$ cat config.mk
export PLATFORM = sky130hd
export DESIGN_NAME = mode_register
export DESIGN_NICKNAME = d
export VERILOG_FILES = /design/src/rtl/mode_register.sv
export SDC_FILE = /design/constraint.sdc
export NUM_CORES = 1
export LEC_CHECK = 0
export ABC_AREA = 1
export CAP_MARGIN = 0
export CORE_MARGIN = 2
export CORE_UTILIZATION = 26
export DETAILED_ROUTE_END_ITERATION = 10
export SYNTH_ARGS = -nofsm -noshare
export SYNTH_HDL_FRONTEND = slang
export SYNTH_SLANG_ARGS = --single-unit
$ cat constraint.sdc
create_clock -name clk -period 1.45 [get_ports clk]
set_input_delay 0.29 -clock clk [delete_from_list [all_inputs] [get_ports clk]]
set_output_delay 0.29 -clock clk [all_outputs]
set_load 0.005 [all_outputs]
$ cat src/rtl/mode_register.sv
// Multi-mode register: load, wrap/saturating inc/dec, shifts, rotate and sync clear.
// cout carries the carry, borrow or bit shifted out by the last enabled operation.
module mode_register #(
    parameter int WIDTH       = 8,
    parameter int RESET_VALUE = 0,
    parameter int WRAP        = 1
) (
    input  logic             clk,
    input  logic             nclr,
    input  logic             en,
    input  logic [2:0]       mode,
    input  logic [WIDTH-1:0] d,
    input  logic             sin,
    output logic [WIDTH-1:0] q,
    output logic             cout,
    output logic             zero
);

    localparam logic [WIDTH-1:0] RST  = WIDTH'(RESET_VALUE);
    localparam logic [WIDTH-1:0] ONES = '1;
    localparam logic [WIDTH-1:0] ONE  = WIDTH'(1);

    localparam logic [2:0] M_HOLD = 3'b000;
    localparam logic [2:0] M_LOAD = 3'b001;
    localparam logic [2:0] M_INC  = 3'b010;
    localparam logic [2:0] M_DEC  = 3'b011;
    localparam logic [2:0] M_SHL  = 3'b100;
    localparam logic [2:0] M_SHR  = 3'b101;
    localparam logic [2:0] M_ROTL = 3'b110;
    localparam logic [2:0] M_CLR  = 3'b111;

    logic [WIDTH-1:0] q_nxt;
    logic             c_nxt;

    always_comb begin
        q_nxt = q;
        c_nxt = 1'b0;
        case (mode)
            M_HOLD: q_nxt = q;
            M_LOAD: q_nxt = d;
            M_INC: begin
                // At the top, wrap to zero or stick at max; either way flag it.
                if (q == ONES) begin
                    q_nxt = (WRAP != 0) ? '0 : ONES;
                    c_nxt = 1'b1;
                end else begin
                    q_nxt = q + ONE;
                end
            end
            M_DEC: begin
                if (q == '0) begin
                    q_nxt = (WRAP != 0) ? ONES : '0;
                    c_nxt = 1'b1;
                end else begin
                    q_nxt = q - ONE;
                end
            end
            M_SHL: begin
                q_nxt = {q[WIDTH-2:0], sin};
                c_nxt = q[WIDTH-1];
            end
            M_SHR: begin
                q_nxt = {sin, q[WIDTH-1:1]};
                c_nxt = q[0];
            end
            M_ROTL: begin
                q_nxt = {q[WIDTH-2:0], q[WIDTH-1]};
                c_nxt = q[WIDTH-1];
            end
            M_CLR:   q_nxt = '0;
            default: q_nxt = q;
        endcase
    end

    always_ff @(posedge clk or negedge nclr) begin
        if (!nclr) begin
            q    <= RST;
            cout <= 1'b0;
        end else if (en) begin
            q    <= q_nxt;
            cout <= c_nxt;
        end
    end

    // Derived from the register alone so it never glitches on d/mode changes.
    assign zero = (q == '0);

endmodule

==> results by group <==
Timing
  – Worst-margin pin slew: 0.2664 ns
  – Final Slew Violations: 0
  – Tcrit/Tclk final: 106.2%
  – Worst slew margin: 82.24%
  – Setup WS post-layout: -0.09058 ns
  – Min Tclk post-route: 1.541 ns
  – Clock Skews: 0.001282 ns
  – Final setup vio count: 5
  – Fmax: 649.1 MHz
  – Unrepaired setup endpoints after global routing: true
  – Fin. Hold Viols: 0
  – Fin Hold WS: 0.3390 ns

Worst setup path
  – Critical path type: reg -> out
  – CP Cell Sequence: buf_4 -> clkdlybuf4s50_1
  – CP Buf/Inv Count: 2
  – Crit path required time: 1.16 ns
  – Slowest-stage cell, CP: clkdlybuf4s50_1
  – Reg2reg start: q[0]
  – CP max stage delay: 0.50 ns
  – Critical Path Fanout Max: 7
  – R2r endpoint: q[0]
  – Delay-heaviest family, CP: buffers and inverters
  – Startpoint Class: register
  – Crit end category: primary output
  – Worst R2R Setup Slack: -0.02 ns
  – Cell count of the worst reg-to-reg path: 9
  – WP data arrival: 1.25 ns

Place
  – Routability cong.: 0.9448
  – Post-Place Cells: 297
  – Post-DP HPWL: 2898 um
  – Setup Slack @ Placement: -0.4261 ns
  – IO buf count: 24

Cells and area
  – Most common cell after layout, fill and taps aside: nand2_1
  – # diodes: 0
  – Most frequent cells in the layout: nand2_1, nor2_1, buf_4
  – Layout area overhead: 63.49%
  – Final nets: 278
  – Fin cells: 309
  – Layout cells sized above 1: 28.57%

Clocking
  – Clock Tree Buf Depth: 2
  – Clock Sink Count: 9
  – Clock slew at reported path FFs: 0.05 ns
  – Total CTS buffers: 3
  – Hold bufs inserted after CTS: 0
  – Clk_lat worst skew: 0.24 ns
  – H-tree depth: 1
  – TritonCTS clock tree: done
  – Root Driver: clkbuf_8

Synth
  – Post-synth cell types: 25
  – Area of the mapped netlist: 1117 um^2
  – Main combinational cell family by area after synthesis: simple AND/OR/NAND/NOR gates
  – Warnings from Yosys: 0
  – Area leader, netlist: nand2_1
  – Main synth FF type: dfrtp_1
  – Synth Area in Adders: 3.359%
  – Synth Area in XOR/XNOR: 0%
  – Mean Syn Cell Area: 5.559 um^2
  – Post-synthesis simple-gate area fraction: 52.30%
  – Synthesized net count: 219
  – Synth Register Bits: 9
  – Compound-Gate Fraction of Synth Area: 12.99%
  – Top cell type's share of synthesized area: 20.49%
  – Post-synthesis mux area share: 0%
  – Post-synthesis async set-or-reset flop share: 100.0%
  – Cells after Synth: 201
  – Top cells by area, synth: nand2_1, dfrtp_1, nor2_1, nand3_1, inv_1
  – Number of synthesized flops with an enable pin: 0
  – Sequential-to-total area share from yosys stat: 20.16%

Power and ir drop
  – PD cells: 894.8 nW/um^2
  – Static leakage: 0.8923 nW
  – VDD IR max: 0.4249 mV
  – Tot Pwr: 1.635 mW

Drt
  – Final ANT Viol Nets: 0
  – Vias: 1500
  – WL per Instance: 13.13 um
  – # DRC: 0
  – Routed vias/inst: 4.854
  – WL final: 4057 um
  – Drt first pass iters: 4
  – DRT iter0 DRCs: 71

Die
  – # rows: 23
  – Initial core utilization: 27.54%
  – Top-level port count: 25
  – Die height: 69.56 um
  – Core Area: 4058 um^2
  – Die ar.: 4838 um^2
  – Die Width: 69.56 um

Worst hold path
  – Hold Crit Class: in -> async

Job
  – Max_cap viols: 0

Global routing
  – Antenna violations before repair: 0
  – Congestion Overflow GR: 0
  – Vias in the first global route: 1422
  – First-pass GRT wire length: 6720 um
  – Gr usage total: 17.13%
  – Largest net degree at the start of global routing: 10

Run status
  – Failing checks: negative setup slack
  – Outcome: finished with violations
-- kinds of logic (layout without fill, tap and decap cells) --
group           count (synthesis)  count (layout)
compound gates                 24              24
fa+ha+maj                       3               3
buf+inv                        30              88
flops                           9               9
simple gates                  135             135
-- what timing repair did --
action	CTS	global route
setup buffers	6	4
setup endpoints to repair	18	12
pin swaps	2	7
gates resized for setup	28	25
hold endpoints to repair	0	0
-- cells in the mapped netlist (all sizes together), types with 2 or more instances --
cell,count
o21ai,16
dfrtp,9
nand2,63
inv,24
nand4,8
a21oi,5
a22oi,2
buf,5
ha,3
nor2,41
nand3,20
-- sequential cells by signal, summed over array words and instances, names as in the netlist --
name,cells
q,8
cout,1
-- routing by layer --
layer	track usage (%)	up-vias	routed length (um)
met1	24.14	669	1842
met3	3.488	9	310
met5	0	-	0
met4	6.100	0	80
li1	-	762	-
met2	25.75	60	1824
-- per-stage QoR --
step           TNS, ns  utilization (%)  area, um^2
2_1_floorplan        0                -        1117
3_3_place_gp    -3.421            39.93        1620
3_5_place_dp    -3.497            39.93        1620
4_1_cts        -0.2157            43.11        1749
5_1_grt        -0.9342            45.02        1827
6_report       -0.2655            45.02        1827
-- where the power goes --
group	internal, mW	switching (mW)
clock network	0.193	0.118
logic	0.467	0.531
registers	0.295	0.0309
total	0.955	0.679
-- worst reg2reg max path: cells and delay by family, from the launching register on --
family | cells | cell delay (ns)
adders and majority gates | 1 | 0.21
DFF | 1 | 0.35
buffers and inverters | 2 | 0.21
and+or+nand+nor | 6 | 0.59
-- layout make-up --
cell class | count | area [um^2]
Sequential cell | 9 | 225.2
Multi-Input combinational cell | 162 | 854.6
Tap cell | 50 | 62.56
Inverter | 24 | 90.09
Timing Repair Buffer | 60 | 549.3
Fill cell | 437 | 2231
Clock buffer | 4 | 45.04
-- worst max path at each step --
stage	start	to	slack (ns)	cells past startpoint
global route	q[0]	q[6]	-0.15	11
floorplan	q[0]	q[5]	0.1	10
global placement	mode[1]	q[6]	-0.41	8
finish	q[0]	q[0]	-0.09	2
detailed placement	mode[1]	q[6]	-0.43	8
CTS	q[0]	zero	-0.08	6
Note: power is estimated with default switching activity, not from simulation.
